===== src/rtl/bin2bcd_seq.sv =====
// Sequential binary-to-BCD converter (shift-and-add-3, one bit per cycle).
// Valid/ready on both sides; overflow flags values beyond DIGITS digits.
module bin2bcd_seq #(
    parameter int W      = 8,
    parameter int DIGITS = 3
) (
    input  logic                  clk,
    input  logic                  rst,
    input  logic [W-1:0]          in_data,
    input  logic                  in_valid,
    output logic                  in_ready,
    output logic [4*DIGITS-1:0]   bcd_out,
    output logic                  out_valid,
    input  logic                  out_ready,
    output logic                  overflow
);

    localparam int CW = $clog2(W + 1);
    localparam int BW = 4 * DIGITS;

    typedef enum logic [1:0] {
        IDLE,
        CONV,
        DONE
    } state_t;

    state_t          state;
    state_t          state_n;
    logic [W-1:0]    bin;
    logic [BW-1:0]   bcd;
    logic [CW-1:0]   count;
    logic            ovf;

    logic [BW-1:0]   adj;
    logic [BW-1:0]   bcd_sh;
    logic            carry;
    logic            load;
    logic            last;

    assign last = (count == CW'(W - 1));
    assign load = in_valid & in_ready;

    // Digits are corrected independently; no carry crosses a digit boundary.
    always_comb begin
        adj = bcd;
        for (int d = 0; d < DIGITS; d++) begin
            if (bcd[4*d +: 4] >= 4'd5) begin
                adj[4*d +: 4] = bcd[4*d +: 4] + 4'd3;
            end
        end
        carry  = adj[BW-1];
        bcd_sh = {adj[BW-2:0], bin[W-1]};
    end

    always_comb begin
        state_n   = state;
        in_ready  = 1'b0;
        out_valid = 1'b0;
        unique case (state)
            IDLE: begin
                in_ready = rst;
                if (in_valid) begin
                    state_n = CONV;
                end
            end
            CONV: begin
                if (last) begin
                    state_n = DONE;
                end
            end
            DONE: begin
                in_ready  = rst & out_ready;
                out_valid = rst;
                if (out_ready) begin
                    state_n = in_valid ? CONV : IDLE;
                end
            end
            default: begin
                state_n = IDLE;
            end
        endcase
    end

    always_ff @(posedge clk) begin
        if (!rst) begin
            state <= IDLE;
            bin   <= '0;
            bcd   <= '0;
            count <= '0;
            ovf   <= 1'b0;
        end else begin
            state <= state_n;
            if (load) begin
                bin   <= in_data;
                bcd   <= '0;
                count <= '0;
                ovf   <= 1'b0;
            end else if (state == CONV) begin
                bin   <= bin << 1;
                bcd   <= bcd_sh;
                count <= count + CW'(1);
                ovf   <= ovf | carry;
            end
        end
    end

    assign bcd_out  = bcd;
    assign overflow = ovf;

endmodule

===== config.mk =====
export PLATFORM = sky130hd
export DESIGN_NAME = bin2bcd_seq
export DESIGN_NICKNAME = d
export VERILOG_FILES = /design/src/rtl/bin2bcd_seq.sv
export SDC_FILE = /design/constraint.sdc
export NUM_CORES = 1
export LEC_CHECK = 0
export CAP_MARGIN = 20
export CELL_PAD_IN_SITES_DETAIL_PLACEMENT = 1
export CELL_PAD_IN_SITES_GLOBAL_PLACEMENT = 2
export CORE_AREA = 2 2 74 76
export DETAILED_ROUTE_END_ITERATION = 8
export DIE_AREA = 0 0 76 78
export PLACE_DENSITY_LB_ADDON = 0.1
export SETUP_SLACK_MARGIN = 0.3
export SYNTH_ARGS = -nofsm -noshare
export SYNTH_HDL_FRONTEND = slang
export SYNTH_SLANG_ARGS = --single-unit

===== constraint.sdc =====
create_clock -name clk -period 1.75 [get_ports clk]
set_input_delay 0.35 -clock clk [delete_from_list [all_inputs] [get_ports clk]]
set_output_delay 0.35 -clock clk [all_outputs]
set_load 0.03 [all_outputs]

# Word-level counts from Yosys, hierarchy flattened

Cells that the tools add are included.

Register bits: 27
Bits of input ports: 12
Logic and storage cells: 38

Add/subtract/negate cells: 4
Order comparisons: 3
Eq/ne operators: 6
Multiplexer cells: 12
Bitwise gates (word level): 4
Reductions and logical operators: 4

Operators with widths:

| kind                  | count |
|---|---|
| $mux W8               | 2 |
| $add A4 B2 Y4 const B | 3 |
| $ge A4 B3 Y1 const B  | 3 |
| $mux W4               | 3 |
| $mux W2               | 3 |
| $ne A2 B2 Y1 const B  | 3 |
| $pmux W2 S3           | 1 |
| $add A4 B1 Y4 const B | 1 |
| $eq A4 B3 Y1 const B  | 1 |
| $reduce_and A3 Y1     | 1 |
| $and A1 B1 Y1         | 2 |
| $eq A2 B1 Y1 const B  | 1 |
| $eq A2 B2 Y1 const B  | 1 |
| $logic_not A2 Y1      | 1 |
| $mux W1               | 2 |
| $pmux W1 S2           | 1 |
| $reduce_bool A2 Y1    | 1 |
| $reduce_or A2 Y1      | 1 |
| $not A1 Y1            | 1 |
| $or A1 B1 Y1          | 1 |

# Depth between registers and ports, before layout

Gate-level depths: netlist of the first run.

Word-level depth: 4
Gate-level depth with buffers: 7
Mapped depth without buffers: 6

# Least setup slack after synthesis of the first run

No wires, ideal clock.

Path type: register -> register
From: reg bcd[9], in the netlist bcd_out[9]
To: reg bcd[9], in the netlist bcd_out[9]
Library setup time: 0.075 ns
Data arrival time: 1.589 ns
Path slack: 0.086 ns
Stages on the path, launching flop included: 7
Buffers on the path: 0
Period minus slack after synthesis: 1.664 ns
Path through: dfxtp_1 inv_1 ha_1 nand2b_1 a2111oi_0 a41oi_1 a31oi_1

Longest elaborated chain between the ends: 2

Ends and longest elaborated chain:

| what                     | line | text |
|---|---|---|
| start: declaration       | 30   | `logic [BW-1:0] bcd;` |
| start signal: assignment | 100  | `bcd <= bcd_sh;` |
| $ge A4 B3 Y1             | 47   | `if (bcd[4*d +: 4] >= 4'd5) begin` |
| $mux W4                  | 47   |  |

Every way passes these cells.
A chain may end at the register's enable or synchronous reset.

# Worst setup path after layout of the first run

From: reg state[0]
To: out in_ready

Longest elaborated chain between the ends: 2

Ends and longest elaborated chain:

| what                                                    | line | text |
|---|---|---|
| start: declaration                                      | 27   | `state_t state;` |
| start signal: assignment                                | 92   | `state <= state_n;` |
| $eq A2 B2 Y1 / $logic_not A2 Y1 (equally long branches) | 59   | `unique case (state)` |
| $pmux W1 S2 (*)                                         | 59   |  |
| end: declaration                                        | 11   | `output logic in_ready,` |

Mark *: on every way between the ends. The rest lies on a longest branch, timed or not.

==> results of run 1 <==
## power groups by stage
| stage | Combinational, uW | Clock [uW] | Sequential, uW |
|---|---|---|---|
| after floorplan | 161 | 0 | 687 |
| after global placement | 274 | 0 | 674 |
| after detailed placement | 282 | 0 | 676 |
| after CTS | 302 | 397 | 658 |
| after global routing | 396 | 415 | 664 |
| final | 367 | 379 | 659 |
## registers in the layout (all words and copies together) (netlist names)
name / count
count: 4
bin: 8
bcd_out: 12
overflow: 1
state: 2
## layout by cell type, fill, tap and decap left out, types with 4 or more instances in the layout
cell type and count:
dlygate4sd2_1 10, nor2_1 9, inv_2 5, a31oi_1 6, nand3_1 11, a21oi_1 7
nand2_1 19, buf_6 6, o21ai_0 6, a211oi_1 4, dfxtp_1 17, o211a_1 9
dfxtp_2 6, dfxtp_4 4, clkdlybuf4s50_1 8, buf_4 18, nand2b_4 4
## metal layers
layer / vias to the layer above / GRT usage, % / routed length [um]
li1: 700 / - / -
met1: 690 / 17.6 / 2010
met2: 19 / 25.0 / 2190
met3: 5 / 1.98 / 90
met4: 0 / 4.91 / 54
met5: - / 0 / 0
## area by class of cell
cell class | instances | area [um2] | share of cell area (%)
multi-input cells | 123 | 985 | 44.0
flip-flops and latches | 27 | 563 | 25.2
repair buffers | 53 | 522 | 23.3
well taps | 70 | 87.6 | 3.92
clock buffers | 3 | 41.3 | 1.85
inverters | 8 | 32.5 | 1.45
clock inverters | 1 | 5.00 | 0.224
## worst register-to-register path, delay by kind of cell, from the launching register on
| kind | cells | cell delay, ns |
|---|---|---|
| simple gates | 1 | 0.24 |
| compound gates | 2 | 0.28 |
| buf+inv | 3 | 0.48 |
| flops | 1 | 0.36 |
## final timing paths
check	cells past startpoint	slack, ns	endpoint
worst min-delay path	2	0.45	bcd_out[0]$_SDFFE_PP0N_
worst min register to register	2	0.45	bcd_out[0]$_SDFFE_PP0N_
worst max register to register	6	0.33	bin[4]$_SDFFE_PN0P_
worst max-delay path	4	0.29	in_ready
## through the flow
stage | instance area (um2) | worst slack, ns | util [%] | instances
after floorplan | 1510 | 0.295 | - | 172
after global placement | 1890 | -0.113 | 37.5 | 270
after detailed placement | 1890 | -0.144 | 37.5 | 270
after CTS | 2030 | 0.213 | 40.2 | 276
after global routing | 2240 | 0.254 | 44.3 | 285
final | 2240 | 0.292 | 44.3 | 285
## timing repair
| item | in CTS | in global routing |
|---|---|---|
| buffers inserted | 2 | 7 |
| endpoints found under the setup margin | 34 | 18 |
| pin swaps | 4 | 6 |
| gates cloned | 0 | 2 |
| gates resized for setup | 45 | 28 |
## cell families (layout without fill, tap and decap cells)
group | count (synthesis) | after routing | synth area share, %
AOI/OAI and AO/OA | 51 | 51 | 25.8
xor gates and xnor gates | 3 | 3 | 1.78
adders and majority gates | 7 | 7 | 5.93
buffers and inverters | 22 | 65 | 7.54
DFF | 27 | 27 | 36.6
muxes | 4 | 4 | 2.88
and+or+nand+nor | 58 | 58 | 19.5
==> impl_summary.log, run 1 <==
INFO  metric fin_tns_setup = 0 ns
INFO  metric syn_inst = 172
INFO  metric leakage = 0.000949 uW
INFO  metric synth.top_cell.area_share = 36.6%
INFO  metric netlist.top_cell.by_area = dfxtp_1
INFO  metric max_clock_freq = 0.686 GHz
INFO  metric fin_hold_ws = 0.451 ns
INFO  metric core-area = 5040 um2
INFO  metric timing.critical_path.mode_cell = buf_6
INFO  metric synth.avg_cell_area = 8.58 um2
INFO  metric critical_path.cell_chain = nand2b_4 -> buf_6 -> nor2_4 -> buf_6
INFO  metric cts_tree = done
INFO  metric drt-initial-drc-count = 70
INFO  metric clk_root_buffer_cell = clkbuf_8
INFO  metric grt_pass1_vias = 1502
INFO  metric clock-skew-final = 0.00208 ns
INFO  metric power.clock.fraction = 27.0%
INFO  metric syn_nets = 191
INFO  metric max_slew_margin_vs_limit = 78.7%
INFO  metric netlist-cell-type-count = 37
INFO  metric grt_util_all_layers = 14.1%
INFO  metric grt_setup_unrepaired = true
INFO  metric synth.yosys.seq_area_share = 36.6%
INFO  metric route.final.wire_length = 4340 um
INFO  metric endpoint_kind = output pin
INFO  metric crit_buf_inv = 2
INFO  metric most_common_cell_in_the_synthesized_netlist = dfxtp_1
INFO  metric synth-edff-count = 0
INFO  metric largest_net_degree_at_the_start_of_global_routing = 18
INFO  metric post_synth_main_area_contributors = dfxtp_1, o211a_1, ha_1, nand2_1, a21oi_1
INFO  metric clock_sink_count = 27
INFO  metric internal_power = 981 uW
INFO  metric timing.final.max_slew_violations = 0
INFO  metric design.portCount = 27
INFO  metric finalSetupViolCount = 0
INFO  metric max_slew.worst_pin.slew = 0.321 ns
INFO  metric fp-row-count = 26
INFO  metric path_class = reg -> out
INFO  metric yosys_most_used_dff = dfxtp_1
INFO  metric nFillCells = 580
INFO  metric worst_path_max_delay_cell = dfxtp_4
INFO  metric cts_hold_buffers = 0
INFO  metric final_min_period_over_clock_period = 83.3%
INFO  metric crit_fanout = 2
INFO  metric fin_nets = 235
INFO  metric grt_pass1_wl = 6840 um
INFO  metric power_switching = 424 uW
INFO  metric hpwlAfterDp = 2850 um
INFO  metric port_buffers = 26
INFO  metric route.detailed.drc = 0
INFO  metric syn-cell-area = 1480 um2
INFO  metric fin_crit = 1.46 ns
INFO  metric hold_viol_final = 0
INFO  metric routed_wire_length_per_instance = 15.2 um
INFO  metric hold_start = bin[7]$_SDFFE_PN0P_
INFO  metric crit_path_start_kind = flop
INFO  metric r2r_start = state[0]$_SDFFE_PN0P_
INFO  metric min-delay-path-class = reg -> reg
INFO  metric run_status = completed
INFO  metric antenna_found_initial = 0
INFO  metric floorplan.die_area = 5930 um2
INFO  metric worstSkewPairLatency = 0.28 ns
INFO  metric drtAntennaViolNets = 0
INFO  metric top_delay_family_on_crit_path = flip-flops
INFO  metric die_w = 76 um
INFO  metric start_util = 29.3%
INFO  metric route.vias.total = 1414
INFO  metric cts.reportedPaths.clkPinSlew = 0.10 ns
INFO  metric power.combinational.fraction = 26.1%
INFO  metric insertedDiodeCount = 0
INFO  metric place_congestion = 0.771
INFO  metric vias_per_cell = 4.96
INFO  metric pwr-share-seq = 46.9%
INFO  metric total_power = 1400 uW
INFO  metric post_synth_most_frequent_cells = dfxtp_1, nand2_1, a21oi_1, nand3_1, nor2_1
INFO  metric drt_pass1_iterations = 4
INFO  metric power_density = 628 nW/um2
INFO  metric ys.warnings.count = 0
INFO  metric area.growth.synth_to_final = 51.4%
INFO  metric slowest_delay = 0.36 ns
INFO  metric post_route_cells_drive_above_1_share = 36.7%
INFO  metric grt-ovfl-total = 0
INFO  metric asyncSetResetFlopFracSynth = 0%
INFO  metric max_cap_violations = 0
INFO  metric synth-seq-cells = 27
INFO  metric cts_buffer_depth = 2
INFO  metric numCtsBuffers = 3
INFO  metric cp-startpoint = state[0]$_SDFFE_PN0P_
INFO  metric htree_levels = 1
INFO  metric timing.critical_path.arrival = 1.11 ns
INFO  metric vdd.ir_drop.worst = 0.310 mV
INFO  metric die_h = 78 um
INFO  metric critPathRequiredTime = 1.40 ns
INFO  metric switching_share = 30.2%
Note: power is estimated with default switching activity, not from simulation.
==> inputs of run 2 (changes only) <==
clock period = 1.5 ns   (was 1.75 ns; I/O delays follow)
==> impl_summary.log, run 2 (synthesis gave the netlist of run 1 again) <==
INFO  metric run_status = completed (unchanged)
INFO  metric layout.cells.most_common = buf_4 (was nand2_1)
INFO  metric route.vias.total = 1516 (was 1414)
INFO  metric fin_crit = 1.45 ns
INFO  metric fin_tns_setup = 0 ns (unchanged)
INFO  metric fin_hold_ws = 0.463 ns (was 0.451 ns)
INFO  metric largest_net_degree_at_the_start_of_global_routing = 17 (was 18)
INFO  metric min-delay-path-class = reg -> reg (unchanged)
INFO  metric hpwlAfterDp = 2890 um (was 2850 um)
INFO  metric clk_root_buffer_cell = clkbuf_8 (unchanged)
INFO  metric max_cap_violations = 0 (unchanged)
INFO  metric timing.final.max_slew_violations = 0 (unchanged)
INFO  metric grt-ovfl-total = 0 (unchanged)
INFO  metric detailed_place.area = 2060 um2 (was 1890 um2)
INFO  metric grt_pass1_wl = 8100 um (was 6840 um)
INFO  metric drtAntennaViolNets = 0 (unchanged)
INFO  metric grt_util_all_layers = 17.1% (was 14.1%)
INFO  metric clock_sink_count = 27 (unchanged)
INFO  metric design.portCount = 27 (unchanged)
INFO  metric vdd.ir_drop.worst = 0.325 mV (was 0.310 mV)
INFO  metric hold_path_depth = 2 (unchanged)
INFO  metric place_congestion = 0.756 (was 0.771)
INFO  metric detailroute.wirelength.met3 = 77 um (was 90 um)
INFO  metric cp-startpoint = state[0]$_SDFFE_PN0P_ (unchanged)
INFO  metric routed_wire_length_per_instance = 16.3 um (was 15.2 um)
INFO  metric fp-row-count = 26 (unchanged)
INFO  metric hold_start = bin[7]$_SDFFE_PN0P_ (unchanged)
INFO  metric wl_met1 = 2160 um (was 2010 um)
INFO  metric critPathRequiredTime = 1.67 ns (was 1.40 ns)
INFO  metric crit_fanout = 7 (was 2)
INFO  metric cts_buffer_depth = 2 (unchanged)
INFO  metric fin_nets = 259 (was 235)
INFO  metric route.detailed.drc = 0 (unchanged)
INFO  metric total_instance_count_after_detailed_placement = 272 (was 270)
INFO  metric mostFrequentLayoutCells = buf_4, buf_6, dfxtp_1, nand2_1, dfxtp_4 (was nand2_1, buf_4, dfxtp_1, nand3_1, dlygate4sd2_1)
INFO  metric clock-skew-final = 0.00200 ns (was 0.00208 ns)
INFO  metric floorplan.die_area = 5930 um2 (unchanged)
INFO  metric worst-r2r-cell-count = 8 (was 6)
INFO  metric route.final.wire_length = 5030 um (was 4340 um)
INFO  metric core-area = 5040 um2 (unchanged)
INFO  metric area_of_all_placed_cells_without_fillers = 2730 um2 (was 2240 um2)
INFO  metric post_route_cells_drive_above_1_share = 61.1% (was 36.7%)
INFO  metric total_power = 1770 uW (was 1400 uW)
INFO  metric leakage = 0.00111 uW (was 0.000949 uW)
INFO  metric vias_per_cell = 4.91 (was 4.96)
INFO  metric htree_levels = 1 (unchanged)
INFO  metric drt_pass1_iterations = 4 (unchanged)
INFO  metric met2RoutedLength = 2770 um (was 2190 um)
INFO  metric area.growth.synth_to_final = 85.2% (was 51.4%)
INFO  metric final_min_period_over_clock_period = 97.0%
INFO  metric r2r_end = bcd_out[1]$_SDFFE_PP0N_ (was bin[4]$_SDFFE_PN0P_)
INFO  metric max_slew_margin_vs_limit = 79.4% (was 78.7%)
INFO  metric hold_viol_final = 0 (unchanged)
INFO  metric worstSkewPairLatency = 0.27 ns (was 0.28 ns)
INFO  metric antenna_found_initial = 0 (unchanged)
INFO  metric insertedDiodeCount = 0 (unchanged)
INFO  metric finalSetupViolCount = 0 (unchanged)
INFO  metric power_density = 646 nW/um2 (was 628 nW/um2)
INFO  metric grt_setup_unrepaired = true (unchanged)
INFO  metric cts.reportedPaths.clkPinSlew = 0.10 ns (about the same)
INFO  metric endpoint_kind = flop (was output pin)
INFO  metric r2r_start = state[0]$_SDFFE_PN0P_ (unchanged)
INFO  metric die_h = 78 um (unchanged)
INFO  metric path_class = reg -> reg (was reg -> out)
INFO  metric start_util = 29.3% (unchanged)
INFO  metric max_reg_flops = 12 (unchanged)
INFO  metric regToRegSetupSlack = 0.05 ns (was 0.33 ns)
INFO  metric layoutNonFillerInstCount = 309 (was 285)
INFO  metric cts_tree = done (unchanged)
INFO  metric crit_path_start_kind = flop (unchanged)
INFO  metric drt-initial-drc-count = 45 (was 70)
INFO  metric timing.critical_path.arrival = 1.63 ns (was 1.11 ns)
INFO  metric min_delay_worst_endpoint = bcd_out[0]$_SDFFE_PP0N_ (unchanged)
INFO  metric port_buffers = 26 (unchanged)
INFO  metric grt_pass1_vias = 1622 (was 1502)
INFO  metric max_slew.worst_pin.slew = 0.308 ns (was 0.321 ns)
INFO  metric numCtsBuffers = 3 (unchanged)
INFO  metric die_w = 76 um (unchanged)
INFO  metric uppermost_layer_routed = met4 (unchanged)
INFO  metric cts_hold_buffers = 0 (unchanged)
INFO  metric max_clock_freq = 0.687 GHz
[run 2: cell count changes in the layout (fill, tap and decap cells not counted), moves of 5 or more]
| cell | previous run | this run |
|---|---|---|
| a21oi_1 | 7 | 2 |
| o21ai_0 | 6 | 0 |
| buf_6 | 6 | 23 |
| dlygate4sd2_1 | 10 | 2 |
| buf_4 | 18 | 32 |
| a21oi_2 | 3 | 9 |
| buf_2 | 0 | 5 |
| nand2_1 | 19 | 14 |
| dfxtp_4 | 4 | 10 |
| nand2_2 | 0 | 5 |
| o21ai_1 | 0 | 5 |
[run 2: worst max path at each step]
| stage | end | slack [ns] |
|---|---|---|
| final | bcd_out[1]$_SDFFE_PP0N_ | 0.05 |
| after global routing | count[3]$_SDFFE_PP0N_ | -0.02 |
| after CTS | in_ready | 0.07 |
| after detailed placement | bin[2]$_SDFFE_PN0P_ | -0.31 |
| after global placement | bin[0]$_SDFFE_PN0P_ | -0.29 |
| after floorplan | bin[1]$_SDFFE_PN0P_ | 0.05 |
[run 2: power breakdown]
group	switching (uW)	internal [uW]	total [uW]	leakage (uW)
sequential	30.5	738	769	0.000228
clock	248	191	439	0.0000228
combinational	266	294	560	0.000854
[run 2: critical path, cell delays in order (launching register included)]
cell,delay [ns]
dfxtp_4,0.38
buf_6,0.09
buf_6,0.09
buf_6,0.08
nor2b_4,0.22
buf_6,0.18
nor2_4,0.04
a31oi_2,0.19
a21oi_2,0.08
[run 2: metrics by stage]
step | setup WS [ns] | util (%)
after floorplan | 0.0455 | -
after global placement | -0.290 | 40.8
after detailed placement | -0.314 | 40.8
after CTS | 0.0740 | 50.6
after global routing | -0.0211 | 54.2
final | 0.0452 | 54.2
[run 2: area by class of cell]
cell class                 instances  area (um2)
multi-input combinational        123        1210
tap                               70        87.6
timing repair buffer              77         762
clock buffer                       4        45.0
inverter                           8        52.6
sequential                        27         581
fill                             543        2310
[run 2: timing repair]
item                                   4_1_cts  5_1_grt
cloned                                       4        0
pin swaps                                   20       11
resized for setup                          129       40
endpoints found under the hold margin        0        0
buffers inserted                            22        7
setup endpoints to repair                   41       37
[run 2: per-layer routing]
metal,up-vias,global-route usage (%)
met5,-,0
met4,0,4.36
met3,2,2.44
met2,15,33.5
met1,750,19.3
li1,749,-
==> inputs of run 3 (changes only) <==
CORE_AREA = 2 2 48 95   (was 2 2 74 76)
DIE_AREA = 0 0 50 97   (was 0 0 76 78)
DONT_BUFFER_PORTS = 1   (was unset)
==> impl_summary.log, run 3 (synthesis gave the netlist of run 1 again) <==
INFO  metric cts_buffer_depth = 2 (unchanged)
INFO  metric uppermost_layer_routed = met4 (unchanged)
INFO  metric power_switching = 565 uW (was 544 uW)
INFO  metric pwr-share-seq = 44.0% (was 43.5%)
INFO  metric drtAntennaViolNets = 0 (unchanged)
INFO  metric area.growth.synth_to_final = 75.7% (was 85.2%)
INFO  metric drt_pass1_iterations = 4 (unchanged)
INFO  metric area_of_all_placed_cells_without_fillers = 2590 um2 (was 2730 um2)
INFO  metric endpoint_kind = flop (unchanged)
INFO  metric max_slew_margin_vs_limit = 72.9% (was 79.4%)
INFO  metric die_h = 97 um (was 78 um)
INFO  metric grt_pass1_wl = 8070 um (was 8100 um)
INFO  metric worst-r2r-cell-count = 5 (was 8)
INFO  metric worstSkewPairLatency = 0.28 ns (was 0.27 ns)
INFO  metric grt_pass1_vias = 1600 (was 1622)
INFO  metric clock-skew-final = 0.00774 ns (was 0.00200 ns)
INFO  metric met2RoutedLength = 3610 um (was 2770 um)
INFO  metric place_congestion = 0.708 (was 0.756)
INFO  metric worst_slack_setup_final = 0.0622 ns (was 0.0452 ns)
INFO  metric multiInputGateArea = 1260 um2 (was 1210 um2)
INFO  metric crit_fanout = 4 (was 7)
INFO  metric min-delay-path-class = in -> reg (was reg -> reg)
INFO  metric cts_tree = done (unchanged)
INFO  metric fp-row-count = 33 (was 26)
INFO  metric min_delay_worst_endpoint = bin[5]$_SDFFE_PN0P_ (was bcd_out[0]$_SDFFE_PP0N_)
INFO  metric top_delay_family_on_crit_path = flip-flops (was buffers and inverters)
INFO  metric internal_power = 1230 uW (was 1220 uW)
INFO  metric critical_path.cell_chain = ha_4 -> nand2b_4 -> a21oi_4 -> mux2_4 -> a21oi_2 (was buf_6 -> buf_6 -> buf_6 -> nor2b_4 -> buf_6 -> nor2_4 -> a31oi_2 -> a21oi_2)
INFO  metric wl_met1 = 1900 um (was 2160 um)
INFO  metric detailed_place.area = 1780 um2 (was 2060 um2)
INFO  metric cts.reportedPaths.clkPinSlew = 0.10 ns (about the same)
INFO  metric die_w = 50 um (was 76 um)
INFO  metric power.clock.fraction = 24.2% (was 24.8%)
INFO  metric final_min_period_over_clock_period = 95.9% (was 97.0%)
INFO  metric switching_share = 31.5% (was 30.8%)
INFO  metric regToRegSetupSlack = 0.06 ns (was 0.05 ns)
INFO  metric core-area = 4090 um2 (was 5040 um2)
INFO  metric hold_start = rst (was bin[7]$_SDFFE_PN0P_)
INFO  metric mostFrequentLayoutCells = buf_4, dfxtp_4, dfxtp_1 (was buf_4, buf_6, dfxtp_1, nand2_1, dfxtp_4)
INFO  metric max_cap_violations = 0 (unchanged)
INFO  metric worst_path_max_delay_cell = dfxtp_4 (unchanged)
INFO  metric antenna_found_initial = 0 (unchanged)
INFO  metric power_density = 691 nW/um2 (was 646 nW/um2)
INFO  metric cp-startpoint = bcd_out[4]$_SDFFE_PP0N_ (was state[0]$_SDFFE_PN0P_)
INFO  metric post_route_cells_drive_above_1_share = 65.9% (was 61.1%)
INFO  metric design.portCount = 27 (unchanged)
INFO  metric hold_path_depth = 1 (was 2)
INFO  metric insertedDiodeCount = 0 (unchanged)
INFO  metric start_util = 36.1% (was 29.3%)
INFO  metric fin_nets = 231 (was 259)
INFO  metric grt-ovfl-total = 0 (unchanged)
INFO  metric grt_util_all_layers = 21.8% (was 17.1%)
INFO  metric crit_path_start_kind = flop (unchanged)
INFO  metric critPathRequiredTime = 1.71 ns (was 1.67 ns)
INFO  metric layoutNonFillerInstCount = 263 (was 309)
INFO  metric finalSetupViolCount = 0 (unchanged)
INFO  metric numCtsBuffers = 3 (unchanged)
INFO  metric power.combinational.fraction = 31.8% (was 31.7%)
INFO  metric largest_net_degree_at_the_start_of_global_routing = 18 (was 17)
INFO  metric clk_root_buffer_cell = clkbuf_8 (unchanged)
INFO  metric floorplan.die_area = 4850 um2 (was 5930 um2)
INFO  metric path_class = reg -> reg (unchanged)
INFO  metric vias_per_cell = 5.73 (was 4.91)
INFO  metric route.final.wire_length = 5840 um (was 5030 um)
INFO  metric timing.final.max_slew_violations = 0 (unchanged)
INFO  metric vdd.ir_drop.worst = 0.893 mV (was 0.325 mV)
INFO  metric route.detailed.drc = 0 (unchanged)
INFO  metric r2r_start = bcd_out[4]$_SDFFE_PP0N_ (was state[0]$_SDFFE_PN0P_)
INFO  metric fin_crit = 1.44 ns (was 1.45 ns)
INFO  metric place_worst_setup_slack = -0.0680 ns (was -0.314 ns)
INFO  metric crit_buf_inv = 0 (was 4)
INFO  metric hold_viol_final = 0 (unchanged)
INFO  metric nFillCells = 419 (was 543)
INFO  metric finish.utilization = 63.5% (was 54.2%)
INFO  metric clock_sink_count = 27 (unchanged)
INFO  metric seq_area = 589 um2 (was 581 um2)
INFO  metric run_status = completed (unchanged)
INFO  metric hpwlAfterDp = 2940 um (was 2890 um)
INFO  metric total_instance_count_after_detailed_placement = 227 (was 272)
INFO  metric layout.cells.most_common = buf_4 (unchanged)
INFO  metric max_reg_flops = 12 (unchanged)
INFO  metric r2r_end = bcd_out[6]$_SDFFE_PP0N_ (was bcd_out[1]$_SDFFE_PP0N_)
INFO  metric detailroute.wirelength.met3 = 140 um (was 77 um)
INFO  metric routed_wire_length_per_instance = 22.2 um (was 16.3 um)
INFO  metric drt-initial-drc-count = 23 (was 45)
INFO  metric fin_tns_setup = 0 ns (unchanged)
INFO  metric leakage = 0.00106 uW (was 0.00111 uW)
INFO  metric timing.critical_path.arrival = 1.65 ns (was 1.63 ns)
INFO  metric max_clock_freq = 0.695 GHz (was 0.687 GHz)
INFO  metric port_buffers = 0 (was 26)
INFO  metric grt_setup_unrepaired = true (unchanged)
INFO  metric htree_levels = 1 (unchanged)
INFO  metric slowest_delay = 0.41 ns (was 0.38 ns)
INFO  metric max_slew.worst_pin.slew = 0.406 ns (was 0.308 ns)
INFO  metric route.vias.total = 1506 (was 1516)
-- run 3: area by class of cell --
type | count | area share [%]
clock buffers | 3 | 1.59
clock inverters | 1 | 0.193
inverters | 8 | 1.74
flip-flops and latches | 27 | 22.7
repair buffers | 48 | 22.8
multi-input cells | 124 | 48.5
well taps | 52 | 2.51
-- run 3: how the worst max path moves through the flow --
stage	to	slack (ns)	cells after the start
6_report	bcd_out[6]$_SDFFE_PP0N_	0.06	5
5_1_grt	bcd_out[6]$_SDFFE_PP0N_	0.03	5
4_1_cts	bcd_out[6]$_SDFFE_PP0N_	0.10	5
3_5_place_dp	bin[4]$_SDFFE_PN0P_	-0.07	4
3_3_place_gp	bin[4]$_SDFFE_PN0P_	-0.006	4
2_1_floorplan	bin[1]$_SDFFE_PN0P_	0.05	6
-- run 3: routing by layer --
layer | up-vias | global-route usage, %
li1 | 697 | -
met1 | 764 | 19.6
met2 | 33 | 45.1
met3 | 12 | 2.62
met4 | 0 | 8.12
met5 | - | 0
-- run 3: what timing repair did --
item | in CTS | in global routing
buffers inserted | 10 | 15
endpoints found under the setup margin | 33 | 33
pin swaps | 25 | 31
hold buffers | 0 | 0
cloned | 6 | 1
gates resized for setup | 62 | 36
-- run 3: power by group through the flow --
| stage | combinational, uW | clock (uW) | sequential, uW |
|---|---|---|---|
| after floorplan | 214 | 0 | 801 |
| after global placement | 275 | 0 | 798 |
| after detailed placement | 287 | 0 | 801 |
| after CTS | 454 | 450 | 786 |
| after global routing | 593 | 464 | 793 |
| final | 569 | 433 | 788 |
-- run 3: metrics by stage --
stage          hold WS [ns]  total power (uW)
2_1_floorplan         0.422              1020
3_3_place_gp          0.428              1070
3_5_place_dp          0.434              1090
4_1_cts               0.124              1690
5_1_grt               0.130              1850
6_report              0.144              1790
